`src/rtl/frontend_ctrl_pkg.sv`:
```
// qu_common: shared types and defaults for the Qu core front end.
//
// Contents:
//   QU_PC_WIDTH      default width of PC/target buses
//   QU_FLUSH_CYCLES  default number of FLUSH cycles after a redirect
//   redirect_cause_t which source owns the redirect in progress
//   fe_state_t       front-end redirect sequencer states
//   drop_count()     number of br/jmp requests discarded in one cycle
package qu_common;

  localparam int unsigned QU_PC_WIDTH     = 32;
  localparam int unsigned QU_FLUSH_CYCLES = 2;

  typedef enum logic [1:0] {
    CAUSE_NONE   = 2'd0,
    CAUSE_JUMP   = 2'd1,
    CAUSE_BRANCH = 2'd2,
    CAUSE_EXC    = 2'd3
  } redirect_cause_t;

  typedef enum logic [1:0] {
    FE_RUN,
    FE_REDIRECT,
    FE_FLUSH,
    FE_REFILL
  } fe_state_t;

  // In RUN the highest-priority br/jmp request (if no exception) is accepted;
  // every other br/jmp request seen in the cycle is thrown away.
  function automatic logic [1:0] drop_count(input logic in_run, input logic exc_req,
                                            input logic br_req, input logic jmp_req);
    logic [1:0] n;
    n = 2'(br_req) + 2'(jmp_req);
    if (in_run && !exc_req && (br_req || jmp_req)) begin
      n = n - 2'd1;
    end
    return n;
  endfunction

endpackage

```
`src/rtl/frontend_ctrl_if.sv`:
```
// frontend_ctrl_if: redirect-request and front-end control bundle.
//
// Request side (into the controller):
//   exc_req/exc_target, br_req/br_target, jmp_req/jmp_target, fifo_empty
// Front-end side (out of the controller):
//   fetch_redirect, pc_override, fifo_flush, id_stall, cause, busy
//   redirect_cnt, dropped_cnt  (only when QU_FRONTEND_STATS_EN is defined)
//
// Modports: slave = the controller, master = the surrounding core / bench.
interface frontend_ctrl_if #(
  parameter int unsigned PC_WIDTH = qu_common::QU_PC_WIDTH
);
  import qu_common::*;

  logic                exc_req;
  logic [PC_WIDTH-1:0] exc_target;
  logic                br_req;
  logic [PC_WIDTH-1:0] br_target;
  logic                jmp_req;
  logic [PC_WIDTH-1:0] jmp_target;
  logic                fifo_empty;

  logic                fetch_redirect;
  logic [PC_WIDTH-1:0] pc_override;
  logic                fifo_flush;
  logic                id_stall;
  redirect_cause_t     cause;
  logic                busy;

`ifdef QU_FRONTEND_STATS_EN
  logic [31:0]         redirect_cnt;
  logic [31:0]         dropped_cnt;
`endif

  modport slave (
    input  exc_req, exc_target, br_req, br_target, jmp_req, jmp_target, fifo_empty,
    output fetch_redirect, pc_override, fifo_flush, id_stall, cause, busy
`ifdef QU_FRONTEND_STATS_EN
    , redirect_cnt, dropped_cnt
`endif
  );

  modport master (
    output exc_req, exc_target, br_req, br_target, jmp_req, jmp_target, fifo_empty,
    input  fetch_redirect, pc_override, fifo_flush, id_stall, cause, busy
`ifdef QU_FRONTEND_STATS_EN
    , redirect_cnt, dropped_cnt
`endif
  );

endinterface

```
`src/rtl/frontend_ctrl_event_counter.sv`:
```
// event_counter: free-running wrapping event counter.
//
// Ports:
//   clk_i    clock
//   rst_ni   asynchronous active-low reset, clears the count
//   step_i   amount added on each rising edge (0 = no event)
//   count_o  current count, wraps modulo 2**Width
module event_counter #(
  parameter int unsigned Width     = 32,
  parameter int unsigned StepWidth = 1
) (
  input  logic                 clk_i,
  input  logic                 rst_ni,
  input  logic [StepWidth-1:0] step_i,
  output logic [Width-1:0]     count_o
);

  logic [Width-1:0] count_d, count_q;

  always_comb begin
    count_d = count_q + Width'(step_i);
  end

  always_ff @(posedge clk_i or negedge rst_ni) begin
    if (!rst_ni) begin
      count_q <= '0;
    end else begin
      count_q <= count_d;
    end
  end

  assign count_o = count_q;

endmodule

```
`src/rtl/frontend_ctrl.sv`:
```
// frontend_ctrl: front-end redirect sequencer for the Qu core.
//
// Picks one redirect (exception > branch > jump), then pulses fetch_redirect,
// holds the IF/ID FIFO in flush for 1 + FLUSH_CYCLES cycles and stalls decode
// until the FIFO holds right-path instructions again. An exception arriving
// mid-sequence restarts it. All outputs come from registers only.
//
// Ports:
//   clk  core clock
//   rst  asynchronous active-low reset
//   bus  frontend_ctrl_if.slave: request inputs, fifo_empty, and the
//        fetch_redirect/pc_override/fifo_flush/id_stall/cause/busy outputs
//
// Build option: QU_FRONTEND_STATS_EN adds redirect_cnt and dropped_cnt.
module frontend_ctrl
  import qu_common::*;
#(
  parameter int unsigned PC_WIDTH     = QU_PC_WIDTH,
  parameter int unsigned FLUSH_CYCLES = QU_FLUSH_CYCLES
) (
  input logic           clk,
  input logic           rst,
  frontend_ctrl_if.slave bus
);

  localparam int unsigned CntWidth = $clog2(FLUSH_CYCLES + 1);
  localparam logic [CntWidth-1:0] CntLoad = CntWidth'(FLUSH_CYCLES - 1);

  if (FLUSH_CYCLES < 1) begin : g_bad_flush_cycles
    $error("frontend_ctrl: FLUSH_CYCLES must be at least 1");
  end

  fe_state_t           state_d, state_q;
  logic [CntWidth-1:0] cnt_d, cnt_q;
  logic [PC_WIDTH-1:0] target_d, target_q;
  redirect_cause_t     cause_d, cause_q;

  always_comb begin
    state_d  = state_q;
    cnt_d    = cnt_q;
    target_d = target_q;
    cause_d  = cause_q;

    unique case (state_q)
      FE_RUN: begin
        if (bus.exc_req) begin
          target_d = bus.exc_target;
          cause_d  = CAUSE_EXC;
          state_d  = FE_REDIRECT;
        end else if (bus.br_req) begin
          target_d = bus.br_target;
          cause_d  = CAUSE_BRANCH;
          state_d  = FE_REDIRECT;
        end else if (bus.jmp_req) begin
          target_d = bus.jmp_target;
          cause_d  = CAUSE_JUMP;
          state_d  = FE_REDIRECT;
        end
      end
      FE_REDIRECT: begin
        cnt_d   = CntLoad;
        state_d = FE_FLUSH;
      end
      FE_FLUSH: begin
        if (cnt_q == '0) begin
          state_d = FE_REFILL;
        end else begin
          cnt_d = cnt_q - CntWidth'(1);
        end
      end
      FE_REFILL: begin
        if (!bus.fifo_empty) begin
          state_d = FE_RUN;
          cause_d = CAUSE_NONE;
        end
      end
      default: begin
        state_d = FE_RUN;
      end
    endcase

    // An exception outranks every in-flight sequence step, including the
    // exits from FLUSH and REFILL; br/jmp outside RUN are wrong-path noise.
    if (state_q != FE_RUN && bus.exc_req) begin
      target_d = bus.exc_target;
      cause_d  = CAUSE_EXC;
      state_d  = FE_REDIRECT;
    end
  end

  always_ff @(posedge clk or negedge rst) begin
    if (!rst) begin
      state_q  <= FE_RUN;
      cnt_q    <= '0;
      target_q <= '0;
      cause_q  <= CAUSE_NONE;
    end else begin
      state_q  <= state_d;
      cnt_q    <= cnt_d;
      target_q <= target_d;
      cause_q  <= cause_d;
    end
  end

  always_comb begin
    bus.fetch_redirect = (state_q == FE_REDIRECT);
    bus.fifo_flush     = (state_q == FE_REDIRECT) || (state_q == FE_FLUSH);
    bus.id_stall       = (state_q != FE_RUN);
    bus.busy           = (state_q != FE_RUN);
    bus.pc_override    = target_q;
    bus.cause          = cause_q;
  end

`ifdef QU_FRONTEND_STATS_EN
  logic       redirect_entry;
  logic [1:0] drop_amt;

  always_comb begin
    // Every latch event, and only a latch event, heads for REDIRECT.
    redirect_entry = (state_d == FE_REDIRECT);
    drop_amt       = drop_count(state_q == FE_RUN, bus.exc_req, bus.br_req, bus.jmp_req);
  end

  event_counter #(
    .Width     (32),
    .StepWidth (1)
  ) u_redirect_cnt (
    .clk_i   (clk),
    .rst_ni  (rst),
    .step_i  (redirect_entry),
    .count_o (bus.redirect_cnt)
  );

  event_counter #(
    .Width     (32),
    .StepWidth (2)
  ) u_dropped_cnt (
    .clk_i   (clk),
    .rst_ni  (rst),
    .step_i  (drop_amt),
    .count_o (bus.dropped_cnt)
  );
`endif

endmodule

```
`src/flat_wrapper.sv`:
```
// flat-port wrapper written by rule: the top's interface ports become plain ports
module frontend_ctrl_flat import qu_common::*;
#(
  parameter int unsigned PC_WIDTH     = QU_PC_WIDTH,
  parameter int unsigned FLUSH_CYCLES = QU_FLUSH_CYCLES
)
  (clk, rst, bus_exc_req, bus_exc_target, bus_br_req, bus_br_target, bus_jmp_req, bus_jmp_target, bus_fifo_empty, bus_fetch_redirect, bus_pc_override, bus_fifo_flush, bus_id_stall, bus_cause, bus_busy);
  frontend_ctrl_if #(.PC_WIDTH(PC_WIDTH)) bus_i ();
  input logic clk;
  input logic rst;
  input wire logic [$bits(bus_i.exc_req)-1:0] bus_exc_req;
  input wire logic [$bits(bus_i.exc_target)-1:0] bus_exc_target;
  input wire logic [$bits(bus_i.br_req)-1:0] bus_br_req;
  input wire logic [$bits(bus_i.br_target)-1:0] bus_br_target;
  input wire logic [$bits(bus_i.jmp_req)-1:0] bus_jmp_req;
  input wire logic [$bits(bus_i.jmp_target)-1:0] bus_jmp_target;
  input wire logic [$bits(bus_i.fifo_empty)-1:0] bus_fifo_empty;
  output wire logic [$bits(bus_i.fetch_redirect)-1:0] bus_fetch_redirect;
  output wire logic [$bits(bus_i.pc_override)-1:0] bus_pc_override;
  output wire logic [$bits(bus_i.fifo_flush)-1:0] bus_fifo_flush;
  output wire logic [$bits(bus_i.id_stall)-1:0] bus_id_stall;
  output wire logic [$bits(bus_i.cause)-1:0] bus_cause;
  output wire logic [$bits(bus_i.busy)-1:0] bus_busy;
  assign bus_i.exc_req = bus_exc_req;
  assign bus_i.exc_target = bus_exc_target;
  assign bus_i.br_req = bus_br_req;
  assign bus_i.br_target = bus_br_target;
  assign bus_i.jmp_req = bus_jmp_req;
  assign bus_i.jmp_target = bus_jmp_target;
  assign bus_i.fifo_empty = bus_fifo_empty;
  assign bus_fetch_redirect = bus_i.fetch_redirect;
  assign bus_pc_override = bus_i.pc_override;
  assign bus_fifo_flush = bus_i.fifo_flush;
  assign bus_id_stall = bus_i.id_stall;
  assign bus_cause = bus_i.cause;
  assign bus_busy = bus_i.busy;
  frontend_ctrl #(.PC_WIDTH(PC_WIDTH), .FLUSH_CYCLES(FLUSH_CYCLES)) u_core (.clk(clk), .rst(rst), .bus(bus_i));
endmodule
```
`config.mk`:
```
export PLATFORM = sky130hd
export DESIGN_NAME = frontend_ctrl_flat
export DESIGN_NICKNAME = d
export VERILOG_FILES = /design/src/rtl/frontend_ctrl_pkg.sv /design/src/rtl/frontend_ctrl_if.sv /design/src/rtl/frontend_ctrl_event_counter.sv /design/src/rtl/frontend_ctrl.sv /design/src/flat_wrapper.sv
export SDC_FILE = /design/constraint.sdc
export NUM_CORES = 1
export LEC_CHECK = 0
export ABC_AREA = 1
export CORE_ASPECT_RATIO = 1.5
export CORE_MARGIN = 3
export CORE_UTILIZATION = 60
export CTS_BUF_LIST = sky130_fd_sc_hd__clkbuf_8
export DETAILED_ROUTE_END_ITERATION = 7
export DONT_BUFFER_PORTS = 1
export GPL_ROUTABILITY_DRIVEN = 0
export GPL_TIMING_DRIVEN = 0
export PLACE_DENSITY = 0.76
export SYNTH_ARGS = -nofsm -noshare
export SYNTH_HDL_FRONTEND = slang
export SYNTH_SLANG_ARGS = --single-unit
```
`constraint.sdc`:
```
create_clock -name clk -period 1.8 [get_ports clk]
set_input_delay 0.36 -clock clk [delete_from_list [all_inputs] [get_ports clk]]
set_output_delay 0.36 -clock clk [all_outputs]
set_load 0.01 [all_outputs]
```
==> impl_metrics.yaml, run 1 <==
status:
  status: "finished clean"
sta:
  hold_viol_final: 0
  fin_crit_sh_pct: 89.2
  setup-tns-final_ns: 0
  worst_slack_ns: 0.195
  worst_slew_pin_slew_ns: 0.400
  final_max_slew_viol_count: 0
  min_period_ns: 1.61
  max_freq_mhz: 623
  grt_setup_unrepaired: "false"
  slew_headroom_pct: 73.2
  setup_viol_count_final: 0
  finClkSkew_ns: 0.00323
  whs_ns: 0.301
clock_tree:
  cts_setup_buffers: 0
  htreeDepth: 2
  cts_tree: "done"
  cts_inserted_buffers: 5
  cts_root_buffer: "clkbuf_8"
  path_clk_slew_ns: 0.07
  cts_sinks: 38
  clock_latency_ns: 0.28
  cts.path.max_buffers: 2
worst_hold_path:
  hold_depth: 4
  hold_end: "u_core.bus.pc_override[28]$_DFFE_PN0P_"
  hp-start: "bus_br_target[28]"
  min_path_type: "input pin to flip-flop"
setup_path:
  reg2reg_to: "u_core.bus.pc_override[18]$_DFFE_PN0P_"
  r2r_setup_slack_ns: 0.26
  cp_common_cell: "inv_1"
  crit_fanout: 4
  worstPathRequired_ns: 1.44
  endpoint_kind: "output pin"
  critical-path-slowest-cell: "dfrtp_1"
  worstPathArrival_ns: 1.25
  cp-start-kind: "flip-flop"
  r2r-start: "u_core.state_q[0]$_DFFE_PN0P_"
  crit_chain: "inv_1, ha_1, inv_1, buf_4"
  critical_path.max_stage_delay_ns: 0.40
  r2r_cells: 6
  crit_type: "flip-flop to output pin"
global_routing:
  grt_antenna_before_repair: 0
  grt_pass1_wl_mm: 8.58
  grt_start_max_net_pins: 39
  track_usage_pct: 24.0
  met3_usage_pct: 7.95
  gr-total-overflow: 0
  use_met1_pct: 27.2
  grt_pass1_vias: 1939
  busiest_layer: "met2"
  met2_usage_pct: 41.6
drt:
  drt-initial-drc-count: 82
  firstDrtPassIters: 4
  ant_nets: 0
  wl_per_cell_um: 14.7
  drt_wl_total_mm: 5.67
  vias_per_cell: 5.62
  remaining_drc_errors: 0
  vias: 2171
pwr:
  p_per_area_mw_per_mm2: 1190
  p_sw_mw: 1.16
  power_leakage_nw: 1.31
  peakVddDrop_uv: 984
  p_sw_share_pct: 40.0
  share_comb_of_total_power_pct: 31.7
  power_frac_seq_pct: 48.8
  internal_power_mw: 1.74
  clockPowerShare_pct: 19.5
logic_synthesis:
  yosys.area_share.simple_pct: 34.5
  synthMuxAreaShare_pct: 0
  synthArstFlopShare_pct: 100
  synthFlopType: "dfrtp_1"
  syn_area_per_cell_um2: 6.73
  synth_top_family_by_area: "simple AND/OR/NAND/NOR gates"
  synth_area_mm2: 0.00226
  yosys_warnings: 0
  synth_edf_count: 0
  synth_compound_area_share_pct: 8.41
  ys_seq_area_share_pct: 42.1
  synthAdderAreaFrac_pct: 3.32
  netlist.area_leader.share_pct: 42.1
  synth_area_leaders: "dfrtp_1 (42%), nand2_1 (25%), nand3_1 (7.7%)"
  synth_cells: 336
  synth_xor_area_share_pct: 0
  netlist-cell-type-count: 15
  synth_top_cell_by_area: "dfrtp_1"
  ys_ff_latch: 38
  syn-num-nets: 444
layout:
  diodes: 0
  fin_area_mm2: 0.00243
  drive_gt1_share_pct: 7.85
  nets: 453
  filler_cell_count: 320
  instances_no_fill: 386
  synthToLayoutAreaGrowth_pct: 7.64
floorplanning:
  fp.dieH_um: 81.2
  rows: 26
  initial_core_util_pct: 64.4
  dieWidth_um: 56.1
  core_mm2: 0.00351
  dieArea_mm2: 0.00456
  ios: 140
place:
  dp_hpwl_mm: 4.25
  dpl-instance-area_mm2: 0.00231
  io_buffer_count: 0
  post-place-ws_ns: 0.168
  placed_cells: 378
flow_run:
  max_cap_violations: 0
[cells in the mapped netlist (2+ instances only)]
master and number:
inv_1 44, buf_2 13, nor2_1 4, nand3_1 35, nand2_1 149, o21ai_0 33, nand4_1 4, buf_4 4
ha_1 6, o21ai_1 2, dfrtp_1 38
[worst max-delay path, delay by kind of cell (launching register included)]
kind,cells,cell delay [ns]
adder cells (fa/ha/maj),1,0.19
flip-flops,1,0.40
buffers and inverters,3,0.37
[area by class of cell]
type	instances	area [um2]	share of cell area, %
Buffer	17	95.1	3.91
Inverter	45	169	6.94
Sequential cell	38	951	39.1
Timing Repair Buffer	2	30.0	1.23
Clock buffer	6	82.6	3.39
Multi-Input combinational cell	236	1050	43.3
Tap cell	42	52.6	2.16
[routing by layer]
layer,vias up,wire length (um)
li1,1051,-
met1,993,2170
met2,114,2850
met3,13,530
met4,0,121
met5,-,0
[cells in the final DEF, fill, tap and decap left out]
cell / instances
inv_1: 44
nand4_1: 4
nor2_2: 1
o21ai_1: 2
buf_2: 13
nand2_1: 149
ha_1: 6
inv_2: 1
o22ai_1: 1
buf_12: 1
nand3_1: 35
o21ai_4: 1
dlygate4sd3_1: 1
buf_4: 4
o21ai_0: 33
clkbuf_8: 6
dfrtp_1: 38
nor2_1: 4
[per-stage QoR]
stage                     power (mW)  utilization [%]
after global routing            3.14             69.3
after detailed placement        2.33             65.8
after floorplan                 2.10                -
after CTS                       2.92             69.1
after global placement          2.29             65.8
final                           2.91             69.3
[sequential cells by signal, summed over array words and instances, names as in the netlist]
signal and flops:
u_core.bus.pc_override 32, u_core.cnt_q 2, u_core.state_q 2, u_core.bus.cause 2
[power groups by stage]
stage | sequential (mW) | combinational (mW) | clock [mW]
2_1_floorplan | 1.37 | 0.727 | 0
3_3_place_gp | 1.43 | 0.860 | 0
3_5_place_dp | 1.44 | 0.892 | 0
4_1_cts | 1.42 | 0.917 | 0.577
5_1_grt | 1.45 | 1.07 | 0.616
6_report | 1.42 | 0.922 | 0.567
[worst max path at each step]
stage                                        from  depth (start not counted)  slack, ns                                      to
finish              u_core.state_q[0]$_DFFE_PN0P_                          4       0.19                            bus_id_stall
floorplan           u_core.state_q[0]$_DFFE_PN0P_                          6       0.42   u_core.bus.pc_override[0]$_DFFE_PN0P_
global placement    u_core.state_q[0]$_DFFE_PN0P_                          6       0.22  u_core.bus.pc_override[23]$_DFFE_PN0P_
global route        u_core.state_q[1]$_DFFE_PN0P_                          6       0.07  u_core.bus.pc_override[18]$_DFFE_PN0P_
detailed placement  u_core.state_q[0]$_DFFE_PN0P_                          6       0.17  u_core.bus.pc_override[18]$_DFFE_PN0P_
CTS                 u_core.state_q[0]$_DFFE_PN0P_                          6       0.15  u_core.bus.pc_override[18]$_DFFE_PN0P_
[cells by family after synthesis]
logic type,count (synthesis)
AO/OA/AOI/OAI,37
adder cells (fa/ha/maj),6
buffers and inverters,62
flip-flops,38
AND/OR/NAND/NOR,193
[what timing repair did]
| item | CTS | global route |
|---|---|---|
| gates resized for setup | 0 | 1 |
| endpoints found under the setup margin | 0 | 1 |
| hold endpoints to repair | 38 | 0 |
| hold buffers | 2 | 0 |
No activity file was read; power rests on OpenSTA's default activity.
==> run 2: changes to the inputs <==
Settings changed: CORE_UTILIZATION 60 to 30, PLACE_DENSITY 0.76 to unset.
==> impl_metrics.yaml, run 2 (same netlist as run 1, synthesis figures left out) <==
global_routing:
  grt_pass1_wl_mm: 9.93
  grt_start_max_net_pins: 39
  gr-total-overflow: 0
  track_usage_pct: 14.6
  grt_antenna_before_repair: 0
  grt_pass1_vias: 2053
drt:
  firstDrtPassIters: 6
  drt_wl_total_mm: 6.21
  vias: 2113
  vias_per_cell: 4.74
  drt-initial-drc-count: 91
  remaining_drc_errors: 0
  ant_nets: 0
  wl_per_cell_um: 13.9
setup_path:
  cp-start-kind: "flip-flop"
  worstPathRequired_ns: 1.44
  critical_path.max_stage_delay_ns: 0.40
  worstPathArrival_ns: 1.29
  crit_chain: "inv_1, ha_1, inv_1, buf_4"
  cp_common_cell: "inv_1"
  crit_type: "flip-flop to output pin"
  crit_fanout: 4
  critical-path-slowest-cell: "dfrtp_1"
  endpoint_kind: "output pin"
layout:
  instances_no_fill: 446
  nets: 453
  diodes: 0
  final_cell_mix: "nand2_1 (149), inv_1 (44), dfrtp_1 (38)"
  multiInputGateArea_mm2: 0.00105
  seq_area_um2: 951
  layout_commonest_cell: "nand2_1"
  synthToLayoutAreaGrowth_pct: 12.1
  fin_area_mm2: 0.00253
  largest_register_ffs: 32
  drive_gt1_share_pct: 8.38
  filler_cell_count: 815
clock_tree:
  cts_root_buffer: "clkbuf_8"
  cts_inserted_buffers: 5
  path_clk_slew_ns: 0.08
  cts_sinks: 38
  cts_setup_buffers: 0
  clock_latency_ns: 0.29
  cts.path.max_buffers: 2
  htreeDepth: 2
  cts_tree: "done"
worst_hold_path:
  min_path_type: "input pin to flip-flop"
floorplanning:
  dieArea_mm2: 0.00864
  core_mm2: 0.00727
  ios: 140
  initial_core_util_pct: 31.1
  fp.dieH_um: 112
  dieWidth_um: 76.9
  rows: 38
sta:
  hold_viol_final: 0
  setup-tns-final_ns: 0
  slew_headroom_pct: 69.6
  grt_setup_unrepaired: "false"
  max_freq_mhz: 606
  final_max_slew_viol_count: 0
  setup_viol_count_final: 0
  min_period_ns: 1.65
  worst_slew_pin_slew_ns: 0.454
  fin_crit_sh_pct: 91.7
  whs_ns: 0.296
  finClkSkew_ns: 0.00741
place:
  dp_hpwl_mm: 4.81
  io_buffer_count: 0
  dpl-instance-area_mm2: 0.00239
  placed_cells: 436
flow_run:
  max_cap_violations: 0
pwr:
  peakVddDrop_uv: 548
  p_per_area_mw_per_mm2: 1200
  power.total_mw: 3.03
  power_leakage_nw: 1.33
status:
  status: "finished clean"
[run 2: changes by cell type in the layout (fill, tap and decap cells not counted), sizes merged]
cell | before | now
clkbuf | 6 | 8
[run 2: worst paths after layout]
check,startpoint,end,slack (ns),cells past startpoint
worst max-delay path,u_core.state_q[0]$_DFFE_PN0P_,bus_id_stall,0.15,4
worst min-delay path,bus_br_target[22],u_core.bus.pc_override[22]$_DFFE_PN0P_,0.30,4
worst max register to register,u_core.state_q[0]$_DFFE_PN0P_,u_core.bus.pc_override[9]$_DFFE_PN0P_,0.19,6
worst min register to register,u_core.cnt_q[1]$_DFFE_PN0P_,u_core.cnt_q[1]$_DFFE_PN0P_,0.54,2
max in group asynchronous,rst,u_core.bus.pc_override[6]$_DFFE_PN0P_,1.07,2
min in group asynchronous,rst,u_core.cnt_q[1]$_DFFE_PN0P_,0.51,2
[run 2: worst max-delay path: cells and delay by family (launching register included)]
family | cells | cell delay, ns
fa+ha+maj | 1 | 0.20
flops | 1 | 0.40
buf+inv | 3 | 0.40
[run 2: area by class of cell]
| class | count | area share [%] |
|---|---|---|
| buffer | 17 | 3.75 |
| multi-input combinational | 236 | 41.6 |
| timing repair buffer | 2 | 1.19 |
| tap | 100 | 4.94 |
| sequential | 38 | 37.5 |
| inverter | 45 | 6.67 |
| clock buffer | 8 | 4.35 |
[run 2: what timing repair did]
| item | in CTS | in global routing |
|---|---|---|
| hold buffers | 2 | 0 |
| endpoints found under the hold margin | 38 | 0 |
| setup endpoints to repair | 0 | 28 |
| resized for setup | 0 | 1 |
[run 2: where the power goes]
group / switching (mW) / internal, mW / leakage (nW)
clock: 0.297 / 0.387 / 0.0575
sequential: 0.301 / 1.11 / 0.465
combinational: 0.599 / 0.336 / 0.804
total: 1.20 / 1.84 / 1.33
[run 2: through the flow]
step,utilization (%),setup WS [ns]
CTS,34.7,0.0253
finish,34.8,0.149
floorplan,-,0.422
global placement,32.8,0.135
detailed placement,32.8,0.0483
global route,34.8,0.0418
[run 2: routing by layer]
| layer | vias up | part of all wire [%] | global-route usage (%) |
|---|---|---|---|
| met3 | 6 | 6.1 | 3.45 |
| met5 | - | 0 | 0 |
| met2 | 79 | 53 | 26.9 |
| li1 | 1052 | - | - |
| met4 | 0 | 1.3 | 4.35 |
| met1 | 976 | 40 | 16.6 |
==> run 3: changes to the inputs <==
Settings changed: HOLD_SLACK_MARGIN set to 0.12.
==> results of run 3 <==
Same layout as run 2: the final DEF is identical, and so are final timing and power.
